==> src/rtl/mem_stage_lsu.sv <==
// Memory-access stage: ALU ops and misaligned accesses retire after 1 cycle, legal loads/stores after the dmem handshake.
// busy holds upstream while an access is outstanding; a completion under stall is buffered until stall drops.
module mem_stage_lsu #(
    parameter int DATA_W = 32,
    parameter int ADDR_W = 32,
    parameter int REG_AW = 5,
    localparam int BE_W = DATA_W / 8
) (
    input  logic              clk,
    input  logic              rst,
    input  logic              in_valid,
    input  logic [DATA_W-1:0] alu_result,
    input  logic [DATA_W-1:0] write_data,
    input  logic [REG_AW-1:0] write_reg_in,
    input  logic              reg_write_in,
    input  logic              mem_read_in,
    input  logic              mem_write_in,
    input  logic [1:0]        mem_size,
    input  logic              mem_unsigned,
    input  logic [31:0]       inst_in,
    input  logic              stall,
    output logic              busy,
    output logic              dmem_req,
    output logic              dmem_we,
    output logic [ADDR_W-1:0] dmem_addr,
    output logic [BE_W-1:0]   dmem_be,
    output logic [DATA_W-1:0] dmem_wdata,
    input  logic              dmem_gnt,
    input  logic              dmem_rvalid,
    input  logic [DATA_W-1:0] dmem_rdata,
    output logic              out_valid,
    output logic [DATA_W-1:0] final_result,
    output logic [REG_AW-1:0] write_reg_out,
    output logic              reg_write_out,
    output logic [31:0]       inst_out,
    output logic              addr_err
);
    localparam int OFF_W = $clog2(BE_W);

    typedef enum logic [1:0] {IDLE, REQ, WAIT, DONE} state_t;
    state_t state, next_state;

    logic [OFF_W-1:0]  in_off;
    logic              is_mem;
    logic              misaligned;
    logic              accept;
    logic [BE_W-1:0]   size_mask;
    logic [BE_W-1:0]   be_next;
    logic [DATA_W-1:0] wdata_next;
    logic [ADDR_W-1:0] addr_next;

    logic [DATA_W-1:0] cap_alu;
    logic [REG_AW-1:0] cap_reg;
    logic              cap_rw;
    logic [31:0]       cap_inst;
    logic              cap_load;
    logic [1:0]        cap_size;
    logic              cap_uns;
    logic [OFF_W-1:0]  cap_off;
    logic [DATA_W-1:0] res_q;

    logic [DATA_W-1:0] lane;
    logic [DATA_W-1:0] keep;
    logic              sign_bit;
    logic [DATA_W-1:0] load_fmt;

    logic              start_req;
    logic              retire;
    logic              park;
    logic [DATA_W-1:0] ret_result;
    logic [REG_AW-1:0] ret_reg;
    logic              ret_rw;
    logic [31:0]       ret_inst;
    logic              ret_err;

    assign busy      = (state != IDLE);
    assign in_off    = alu_result[OFF_W-1:0];
    assign is_mem    = mem_read_in | mem_write_in;
    assign accept    = (state == IDLE) && in_valid && !stall;
    assign addr_next = {alu_result[ADDR_W-1:OFF_W], {OFF_W{1'b0}}};
    assign be_next   = size_mask << in_off;

    // Per-size alignment check, byte-enable pattern and lane-replicated store data.
    always_comb begin
        misaligned = 1'b0;
        size_mask  = '1;
        wdata_next = write_data;
        case (mem_size)
            2'b00: begin
                size_mask  = BE_W'(1);
                wdata_next = {BE_W{write_data[7:0]}};
            end
            2'b01: begin
                misaligned = alu_result[0];
                size_mask  = BE_W'(3);
                wdata_next = {(BE_W/2){write_data[15:0]}};
            end
            2'b10: begin
                misaligned = |alu_result[1:0];
                size_mask  = BE_W'(15);
                wdata_next = {(BE_W/4){write_data[31:0]}};
            end
            default: misaligned = (DATA_W == 32) || (|alu_result[2:0]);
        endcase
    end

    // Shift the addressed lane down, then keep the access width and fill above it.
    always_comb begin
        lane     = dmem_rdata >> {cap_off, 3'b000};
        keep     = '1;
        sign_bit = 1'b0;
        case (cap_size)
            2'b00: begin
                keep     = DATA_W'(8'hFF);
                sign_bit = lane[7];
            end
            2'b01: begin
                keep     = DATA_W'(16'hFFFF);
                sign_bit = lane[15];
            end
            2'b10: begin
                keep     = DATA_W'(32'hFFFF_FFFF);
                sign_bit = lane[31];
            end
            default: ;
        endcase
        load_fmt = (lane & keep) | ({DATA_W{sign_bit & ~cap_uns}} & ~keep);
    end

    always_comb begin
        next_state = state;
        start_req  = 1'b0;
        retire     = 1'b0;
        park       = 1'b0;
        case (state)
            IDLE: begin
                if (accept) begin
                    if (is_mem && !misaligned) begin
                        start_req  = 1'b1;
                        next_state = REQ;
                    end else begin
                        retire = 1'b1;
                    end
                end
            end
            REQ: begin
                if (dmem_gnt) begin
                    if (cap_load) begin
                        next_state = WAIT;
                    end else if (stall) begin
                        park       = 1'b1;
                        next_state = DONE;
                    end else begin
                        retire     = 1'b1;
                        next_state = IDLE;
                    end
                end
            end
            WAIT: begin
                if (dmem_rvalid) begin
                    if (stall) begin
                        park       = 1'b1;
                        next_state = DONE;
                    end else begin
                        retire     = 1'b1;
                        next_state = IDLE;
                    end
                end
            end
            DONE: begin
                if (!stall) begin
                    retire     = 1'b1;
                    next_state = IDLE;
                end
            end
            default: next_state = IDLE;
        endcase
    end

    // Write-back values: straight from the inputs in IDLE, from the capture registers otherwise.
    always_comb begin
        ret_result = cap_alu;
        ret_reg    = cap_reg;
        ret_rw     = cap_rw;
        ret_inst   = cap_inst;
        ret_err    = 1'b0;
        case (state)
            IDLE: begin
                ret_result = alu_result;
                ret_reg    = write_reg_in;
                ret_rw     = reg_write_in && !(is_mem && misaligned);
                ret_inst   = inst_in;
                ret_err    = is_mem && misaligned;
            end
            WAIT:    ret_result = load_fmt;
            DONE:    ret_result = res_q;
            default: ;
        endcase
    end

    always_ff @(posedge clk or posedge rst) begin
        if (rst) begin
            state <= IDLE;
        end else begin
            state <= next_state;
        end
    end

    always_ff @(posedge clk or posedge rst) begin
        if (rst) begin
            dmem_req      <= 1'b0;
            dmem_we       <= 1'b0;
            dmem_addr     <= '0;
            dmem_be       <= '0;
            dmem_wdata    <= '0;
            cap_alu       <= '0;
            cap_reg       <= '0;
            cap_rw        <= 1'b0;
            cap_inst      <= '0;
            cap_load      <= 1'b0;
            cap_size      <= '0;
            cap_uns       <= 1'b0;
            cap_off       <= '0;
            res_q         <= '0;
            out_valid     <= 1'b0;
            final_result  <= '0;
            write_reg_out <= '0;
            reg_write_out <= 1'b0;
            inst_out      <= '0;
            addr_err      <= 1'b0;
        end else begin
            if (start_req) begin
                dmem_req   <= 1'b1;
                dmem_we    <= mem_write_in;
                dmem_addr  <= addr_next;
                dmem_be    <= be_next;
                dmem_wdata <= wdata_next;
                cap_alu    <= alu_result;
                cap_reg    <= write_reg_in;
                cap_rw     <= reg_write_in;
                cap_inst   <= inst_in;
                cap_load   <= mem_read_in;
                cap_size   <= mem_size;
                cap_uns    <= mem_unsigned;
                cap_off    <= in_off;
            end else if (state == REQ && dmem_gnt) begin
                dmem_req <= 1'b0;
                dmem_we  <= 1'b0;
            end

            if (park) begin
                res_q <= ret_result;
            end

            // Outputs only move on an unstalled edge, or when something retires.
            if (retire) begin
                out_valid     <= 1'b1;
                final_result  <= ret_result;
                write_reg_out <= ret_reg;
                reg_write_out <= ret_rw;
                inst_out      <= ret_inst;
                addr_err      <= ret_err;
            end else if (!stall) begin
                out_valid     <= 1'b0;
                reg_write_out <= 1'b0;
                addr_err      <= 1'b0;
            end
        end
    end
endmodule

==> config.mk <==
export PLATFORM = sky130hd
export DESIGN_NAME = mem_stage_lsu
export DESIGN_NICKNAME = d
export VERILOG_FILES = /design/src/rtl/mem_stage_lsu.sv
export SDC_FILE = /design/constraint.sdc
export NUM_CORES = 1
export LEC_CHECK = 0
export CAP_MARGIN = 25
export CORE_MARGIN = 2
export CORE_UTILIZATION = 40
export CTS_CLUSTER_SIZE = 12
export DETAILED_ROUTE_END_ITERATION = 10
export PLACE_DENSITY_LB_ADDON = 0.25
export SETUP_SLACK_MARGIN = 0.1
export SYNTH_ARGS = -nofsm -noshare
export SYNTH_HDL_FRONTEND = slang
export SYNTH_SLANG_ARGS = --single-unit
==> constraint.sdc <==
create_clock -name clk -period 8 [get_ports clk]
set_clock_uncertainty 0.1 [all_clocks]
set_input_delay 0.8 -clock clk [delete_from_list [all_inputs] [get_ports clk]]
set_output_delay 0.8 -clock clk [all_outputs]
set_load 0.03 [all_outputs]
Word-level counts from Yosys, hierarchy flattened
Index checks and enable logic that the tools add are counted.
{"block": "classes", "n_eq_ne": 13, "n_shift": 2, "mux": 40, "n_bitwise": 7, "n_reduce_logical": 16}
{"op": "case mux 32 bit (2 select lines)", "count": 2}
{"op": "case mux 32 bit (3 select lines)", "count": 1}
{"op": "AND 32 bit", "count": 2}
{"op": "2-to-1 mux 32 bit", "count": 1}
{"op": "NOT 32 bit", "count": 1}
{"op": "OR 32 bit", "count": 1}
{"op": "right shift 32 x 5 -> 32 bit", "count": 1}
{"op": "2-to-1 mux 1 bit", "count": 22}
{"op": "2-to-1 mux 2 bit", "count": 7}
{"op": "equality test 2 bit (second input constant)", "count": 4}
{"op": "!= test 2 bit (second input constant)", "count": 4}
{"op": "case mux 2 bit (4 select lines)", "count": 1}
{"op": "case mux 4 bit (2 select lines)", "count": 1}
{"op": "equality test 2 x 1 -> 1 bit (second input constant)", "count": 3}
{"op": "logical AND 1 bit", "count": 6}
{"op": "logical NOT 2 bit", "count": 3}
{"op": "case mux 1 bit (3 select lines)", "count": 2}
{"op": "2-to-1 mux 5 bit", "count": 1}
{"op": "AND reduction 5 bit", "count": 1}
{"op": "!= test 2 x 1 -> 1 bit (second input constant)", "count": 2}
{"op": "case mux 1 bit (4 select lines)", "count": 1}
{"op": "nonzero test 2 bit", "count": 2}
{"op": "<< shifter 4 x 2 -> 4 bit", "count": 1}
{"op": "logical NOT 1 bit", "count": 3}
{"op": "5 further kinds", "count": 5}
{"block": "word_totals", "regBits": 250, "input_bits": 145, "out_inout_bits": 143, "word_cells": 99}

Logic depth before layout (Yosys ltp)
Gate-level depths: netlist (run 1).
{"block": "depth", "word_depth": 8, "mapped_depth": 10, "mapped_depth_nobuf": 7}

Worst setup path after synthesis (run 1)
Ideal clock, no wire load.
{"block": "synth_timing", "path_kind": "input-to-reg", "from": "input port alu_result[1]", "to": "register inst_out[0]", "setup_ps": 128, "arrival_time_ps": 2188, "required_time_ps": 7772, "slack_ps": 5584, "cell_stages": 8, "n_path_buf": 3, "cell_sequence": "buf_2 > o21a_1 > o22ai_2 > nor2b_1 > o32a_1 > buf_4 > buf_6 > mux2_1"}
{"block": "synth_via", "elab_chain_len": 7}
{"item": "from (decl)", "line_no": "12", "text": "input logic [DATA_W-1:0] alu_result,"}
{"item": "OR reduction 2 bit", "line_no": "99", "text": "misaligned = |alu_result[1:0];"}
{"item": "case mux 1 bit (3 select lines)", "line_no": "88", "text": "case (mem_size)"}
{"item": "logical NOT 1 bit", "line_no": "138", "text": "if (is_mem && !misaligned) begin"}
{"item": "logical AND 1 bit", "line_no": "138"}
{"item": "2-to-1 mux 1 bit", "line_no": "138"}
{"item": "2-to-1 mux 1 bit", "line_no": "137", "text": "if (accept) begin"}
{"item": "case mux 1 bit (4 select lines)", "line_no": "135", "text": "case (state)"}
{"item": "to (signal assigned)", "line_no": "261", "text": "inst_out <= ret_inst;"}
{"item": "to (decl)", "line_no": "35", "text": "output logic [31:0] inst_out,"}
No other way between the ends.
A chain may end at the register's enable or synchronous reset.

Worst setup path after layout (run 1)
{"block": "layout_timing", "from": "input port mem_size[0]", "to": "register final_result[1]"}
{"block": "layout_via", "elab_chain_len": 7, "elab_cells_between_ends": 9, "cone_classes": "eq/ne (2); mux (4); reduce/logical (3)"}
{"item": "from (decl)", "line_no": "18", "text": "input logic [1:0] mem_size,"}
{"item": "equality test 2 bit (tied with other cells)", "line_no": "88"}
{"item": "case mux 1 bit (3 select lines) (*)", "line_no": "88"}
{"item": "logical NOT 1 bit (*)", "line_no": "138"}
{"item": "logical AND 1 bit (*)", "line_no": "138"}
{"item": "2-to-1 mux 1 bit (*)", "line_no": "138"}
{"item": "2-to-1 mux 1 bit (*)", "line_no": "137"}
{"item": "case mux 1 bit (4 select lines) (*)", "line_no": "135"}
{"item": "to (signal assigned)", "line_no": "258", "text": "final_result <= ret_result;"}
{"item": "to (decl)", "line_no": "32", "text": "output logic [DATA_W-1:0] final_result,"}
Every way passes the cells marked *; elsewhere a longest branch is shown, timed or not.

==> results of run 1 <==
[logic make-up (layout without fill, tap and decap cells)]
group,count (synthesis),in the layout,share of synthesized area
compound gates,198,198,0.127
fa+ha+maj,4,4,0.00454
buf+inv,162,389,0.0742
flops,218,218,0.494
mux,165,165,0.163
other cells,1,2,0.000340
simple gates,369,369,0.137
[layout make-up]
cell class / instances / share of cell area
well taps: 341 / 0.0290
multi-input cells: 738 / 0.326
inverters: 48 / 0.0127
clock buffers: 34 / 0.0488
flip-flops and latches: 218 / 0.370
clock inverters: 9 / 0.00985
repair buffers: 298 / 0.204
[cell usage after synthesis, types with 4 or more instances]
master	n
buf_6	7
mux2_2	47
nor2_1	22
a221oi_1	25
mux2_1	37
clkbuf_1	49
mux2_4	7
nand3b_1	8
o21ai_1	17
a32oi_1	7
o21ai_0	71
buf_1	4
a21oi_1	11
ha_1	4
nand3_1	8
a2bb2oi_1	7
o2bb2ai_1	6
o211ai_1	9
o31ai_1	5
a221o_1	8
nand3_2	6
nand2_1	309
buf_4	36
a2bb2oi_2	6
inv_1	47
dfrtp_1	218
mux2i_1	73
buf_2	18
[report_power, final]
group	internal [mW]	switching (mW)
Combinational	1.41	1.85
Sequential	1.63	0.351
Clock	0.753	0.452
[placed cells by master, fill, tap and decap left out, drive strengths merged, types with 5 or more instances in the layout]
master	n
inv	48
buf	13
nand3b	8
nand2	310
o211ai	9
clkinv	5
a32oi	7
o31ai	8
clkdlybuf4s50	285
clkbuf	34
o21ai	88
a221oi	25
o2bb2ai	6
nor2	24
a2bb2oi	13
a21oi	12
nand3	14
a221o	8
dfrtp	218
mux2i	73
mux2	91
[metal layers]
layer,routed length (µm),part of all wire
met4,648,0.020
met3,2520,0.080
met1,14000,0.44
met2,14500,0.46
met5,13,0.00041
[worst max-delay path, stage by stage]
cell and delay (ns):
clkdlybuf4s50_1 0.83, o22ai_2 0.42, nor2b_1 0.18, o32a_2 0.40, buf_4 0.83, mux2_2 0.41
[how the worst max path moves through the flow]
stage	startpoint	end	slack (ns)
after floorplan	rst	addr_err$_DFFE_PP0P_	1.14
after global placement	mem_size[0]	final_result[1]$_DFFE_PP0P_	3.86
after detailed placement	mem_size[0]	final_result[1]$_DFFE_PP0P_	3.80
after CTS	state[0]$_DFFE_PP0P_	busy	4.29
after global routing	mem_size[0]	final_result[1]$_DFFE_PP0P_	4.15
final	mem_size[0]	final_result[1]$_DFFE_PP0P_	4.30
==> key figures, run 1 <==
Logic synthesis
  • Synth Cell Area: 11000 µm²
  • Async set or reset register ratio after synthesis: 1.00
  • Top post-synthesis cells by area: dfrtp_1 (49%), nand2_1 (11%), mux2i_1 (6.6%), mux2_2 (4.8%), mux2_1 (3.8%)
  • Yosys cell types: 60
  • Yosys top cell area share: 0.494
  • Synth Instances: 1117
  • Register area share after synthesis: 0.494
  • Synthesized area per cell: 9.88 µm²
  • Synthesis-stage register bit count: 218
  • Post-synth EDFFs: 0
  • Largest area contributor in the netlist: dfrtp_1
  • YS warnings: 0
  • Most used DFF post-synth: dfrtp_1

Floorplan
  • Placeable Area: 27000 µm²
  • Die Span X: 170 µm
  • Ports: 288
  • Total die area: 28900 µm²
  • Initial Util: 0.408
  • Die height: 170 µm
  • FP Rows: 60

Clock tree
  • CTS clk-pin slew, worst paths: 0.06 ns
  • Total CTS buffers: 25
  • CTS tree: done
  • Worst-Skew Late Latency: 0.51 ns
  • Hold buffers post-CTS: 0
  • Clk buf depth: 3
  • CTS Sinks: 218
  • Root Driver: clkbuf_16
  • Post_cts resized: 0
  • H-tree Lvls: 1
  • Setup Buffers After CTS: 0

Detailed routing
  • Average routed wire per standard cell: 18.8 µm
  • Number of DRC markers in iteration 0: 554
  • Routed wire length: 31.7 mm
  • Initial DRT Pass Iterations: 5
  • Remaining DRCs: 0
  • Post-DR vias/cell: 5.22
  • Antenna viol nets, final: 0
  • DR vias: 8809

Global route
  • GRT busiest layer: met2
  • Initial antenna violation count: 1
  • Vias in the first global route: 8792
  • First-pass GRT wire length: 49.2 mm
  • Global-route usage over all layers: 0.214
  • Met1 usage: 0.291
  • Met2 usage: 0.346
  • Largest net degree at the start of global routing: 89
  • Grt ovf: 0
  • Global Route met3 Usage: 0.0549

Final layout
  • Seq. cell area: 5460 µm²
  • Post-layout util: 0.545
  • Cell area after layout: 14700 µm²
  • Area occupied by multi-input gates: 4800 µm²
  • Nets: 1478
  • Antenna fix cells: 0
  • Fill cells: 2432
  • Area Overhead vs Synth: 33.5%
  • Layout cells sized above 1: 0.104
  • Fin cells: 1686

Setup path
  • Reg2reg start: state[1]$_DFFE_PP0P_
  • Critical path class: input pin to register
  • Worst r2r dst: final_result[1]$_DFFE_PP0P_
  • Reg2reg path depth: 8
  • Worst R2R Setup Slack: 4.46 ns
  • CP max FO: 60
  • Required time worst endpoint: 8.30 ns
  • Crit end category: register
  • Arr. time, crit path: 3.99 ns
  • Worst setup SP type: input pin

Pwr
  • Leakage power: 6.75 nW
  • Power, Total: 6.44 mW
  • Power density relative to cell area: 437 nW/µm²
  • Peak supply drop: 0.000237 V

Worst hold path
  • Hold/Removal Path Class: register to register
  • Hold Path Sink: cap_inst[13]$_DFFE_PP0P_
  • Worst Hold Launch: cap_inst[13]$_DFFE_PP0P_
  • Cell depth of the worst hold path: 2

Place
  • Final GP Congestion: 0.841
  • Cell Area, Placed: 13800 µm²
  • Final HPWL DP: 21.1 mm
  • Placed Cells: 1641
  • Buffers on Ports: 285
  • Worst slack, placed: 3.80 ns

Timing
  • Worst-Margin Slew: 1.05 ns
  • RSZ-0062 raised after global routing: no
  • Final setup fails: 0
  • Clock period minus final worst setup slack: 3.70 ns
  • Fmax: 0.271 GHz
  • Worst hold margin: 0.370 ns
  • Slew Limit Fails: 0
  • Slew HR: 0.299
  • Final WS setup: 4.30 ns
  • Final Cycle Share: 0.462
  • TNS Setup: 0 ns
  • Final Hold Viols: 0

Run status
  • Status: finished, final reports clean

Job
  • Maxcap violations: 0
Power figures use the tool's default switching activity.
==> run 2: changes to the inputs <==
==> constraint.sdc (replaced) <==
create_clock -name clk -period 3 [get_ports clk]
set_clock_uncertainty 0.1 [all_clocks]
set_input_delay 0.3 -clock clk [delete_from_list [all_inputs] [get_ports clk]]
set_output_delay 0.3 -clock clk [all_outputs]
set_load 0.03 [all_outputs]
==> key figures, run 2 (synthesis results as in run 1) <==
Setup path
  • Worst path slowest cell: clkdlybuf4s50_1
  • CP Cell Sequence: inv_1, ha_4, inv_1, clkdlybuf4s50_1
  • Required time worst endpoint: 2.60 ns (-5.70 ns)
  • Worst setup SP type: register
  • Arr. time, crit path: 2.06 ns (-1.93 ns)
  • CP max FO: 15 (-75%)
  • CP Depth: 4 (-2)
  • Worst path top cell family by delay: buffers and inverters
  • Reg2reg path depth: 7 (-1)
  • Crit end category: primary output
  • Worst r2r dst: res_q[21]$_DFFE_PP0P_
  • Critical path class: register to primary output
  • Crit-path max cell delay: 0.60 ns (-0.23 ns)
  • Most used cell, CP: inv_1
  • Buf/Inv on CP: 3 (+1)
  • Reg2reg start: state[0]$_DFFE_PP0P_
  • Worst R2R Setup Slack: 0.60 ns (-3.86 ns)

Final layout
  • Antenna fix cells: 0 (unchanged)
  • Area occupied by multi-input gates: 4800 µm² (unchanged)
  • Fill cells: 2378 (-2.2%)
  • Nets: 1494 (+1.1%)
  • Seq. cell area: 5460 µm² (unchanged)
  • Leading cell type in the layout, fill and taps excluded: nand2_1
  • Area Overhead vs Synth: 35.2%
  • Most frequent cells in the layout: nand2_1 (308), clkdlybuf4s50_1 (285), dfrtp_1 (218), mux2i_1 (73), o21ai_0 (71)
  • Cell area after layout: 14900 µm² (+1.2%)
  • Layout cells sized above 1: 0.115 (+0.0113)

Clock tree
  • Setup Buffers After CTS: 0 (unchanged)
  • Root Driver: clkbuf_16
  • Worst-Skew Late Latency: 0.52 ns (about the same)
  • Post_cts resized: 0 (unchanged)
  • CTS Sinks: 218 (unchanged)
  • H-tree Lvls: 1 (unchanged)
  • CTS clk-pin slew, worst paths: 0.06 ns (about the same)
  • Total CTS buffers: 25 (unchanged)
  • CTS tree: done
  • Hold buffers post-CTS: 0 (unchanged)
  • Clk buf depth: 3 (unchanged)

Floorplan
  • Die height: 170 µm (unchanged)
  • Die Span X: 170 µm (unchanged)
  • Total die area: 28900 µm² (unchanged)
  • FP Rows: 60 (unchanged)
  • Placeable Area: 27000 µm² (unchanged)
  • Initial Util: 0.408 (unchanged)
  • Ports: 288 (unchanged)

Timing
  • Final setup fails: 0 (unchanged)
  • Fmax: 0.407 GHz
  • Worst hold margin: 0.183 ns (-0.186 ns)
  • Worst-Margin Slew: 0.868 ns (-0.183 ns)
  • Final Hold Viols: 0 (unchanged)
  • Slew Limit Fails: 0 (unchanged)
  • Final WS setup: 0.543 ns (-3.76 ns)
  • Slew HR: 0.419 (+0.120)
  • Final Cycle Share: 0.819
  • RSZ-0062 raised after global routing: no
  • Clock period minus final worst setup slack: 2.46 ns

Detailed routing
  • Post-DR vias/cell: 5.27 (+0.80%)
  • Routed wire length: 32.2 mm (+1.8%)
  • Average routed wire per standard cell: 18.9 µm (+0.85%)
  • Initial DRT Pass Iterations: 7 (+2)
  • Number of DRC markers in iteration 0: 709 (+28%)
  • Antenna viol nets, final: 0 (unchanged)
  • Remaining DRCs: 0 (unchanged)
  • DR vias: 8964 (+1.8%)

Pwr
  • Leakage power: 6.86 nW (+1.5%)
  • Peak supply drop: 0.000619 V (+160%)
  • Power density relative to cell area: 1160 nW/µm² (+170%)

Global route
  • Global-route usage over all layers: 0.219 (+0.00480)
  • Largest net degree at the start of global routing: 106 (+19%)
  • Initial antenna violation count: 1 (unchanged)
  • First-pass GRT wire length: 50.3 mm (+2.1%)
  • Grt ovf: 0 (unchanged)
  • Vias in the first global route: 8901 (+1.2%)

Place
  • Final HPWL DP: 22.1 mm (+4.4%)
  • Buffers on Ports: 285 (unchanged)
  • Worst slack, placed: 0.424 ns (-3.38 ns)
  • Cell Area, Placed: 14000 µm² (+1.5%)
  • Final GP Congestion: 0.861 (+2.4%)

Worst hold path
  • Hold/Removal Path Class: input pin to async pin

Run status
  • Status: finished, final reports clean

Job
  • Maxcap violations: 0 (unchanged)
==> run 2: cell count changes in the layout (fill, tap and decap cells not counted) <==
cell / change
clkbuf_1: -1
clkbuf_8: +2
buf_4: +11
inv_8: -1
buf_16: -2
clkinvlp_4: +1
buf_12: +7
clkinv_2: -1
==> run 2: worst reg2reg max path, stage by stage, from the launching register on <==
cell      delay (ns)
dfrtp_1         0.42
inv_1           0.14
ha_1            0.29
nand2b_1        0.12
a221o_1         0.31
nor2_2          0.57
o31ai_1         0.19
o21ai_0         0.19
==> run 2: area by class of cell <==
cell class                 count  share of cell area
clock buffer                  35              0.0498
clock inverter                 8             0.00939
inverter                      48              0.0123
timing repair buffer         314               0.213
multi-input combinational    738               0.322
sequential                   218               0.366
tap                          341              0.0286
==> run 2: per-layer routing <==
metal  share of wire  routed length (µm)  up-vias  GRT usage
met5         0.00040                  13        -          0
met4           0.026                 834        2     0.0658
met3           0.082                2640       64     0.0570
met2            0.46               14700      325      0.348
met1            0.43               14000     4349      0.295
li1                -                   -     4224          -
==> run 2: power by group <==
group          internal (mW)  total [mW]  switching, mW
Clock                   2.05        3.28           1.22
Sequential              4.34        5.21          0.871
Combinational           3.83        8.83           5.00
Total                   10.2        17.3           7.09
==> run 2: worst max-delay path by stage <==
| stage | endpoint | slack, ns | startpoint |
|---|---|---|---|
| after floorplan | addr_err$_DFFE_PP0P_ | -0.24 | rst |
| after global placement | final_result[1]$_DFFE_PP0P_ | 0.42 | alu_result[0] |
| after detailed placement | inst_out[24]$_DFFE_PP0P_ | 0.42 | alu_result[0] |
| after CTS | busy | 0.51 | state[1]$_DFFE_PP0P_ |
| after global routing | res_q[20]$_DFFE_PP0P_ | 0.40 | state[0]$_DFFE_PP0P_ |
| final | busy | 0.54 | state[1]$_DFFE_PP0P_ |
==> run 2: metrics by stage <==
step           power, mW   util  std cells  TNS, ns
2_1_floorplan       11.1      -       1118   -52.34
3_3_place_gp        13.9  0.519       1659        0
3_5_place_dp        14.1  0.519       1659        0
4_1_cts             17.5  0.552       1702        0
5_1_grt             18.4  0.552       1702        0
6_report            17.3  0.552       1702        0
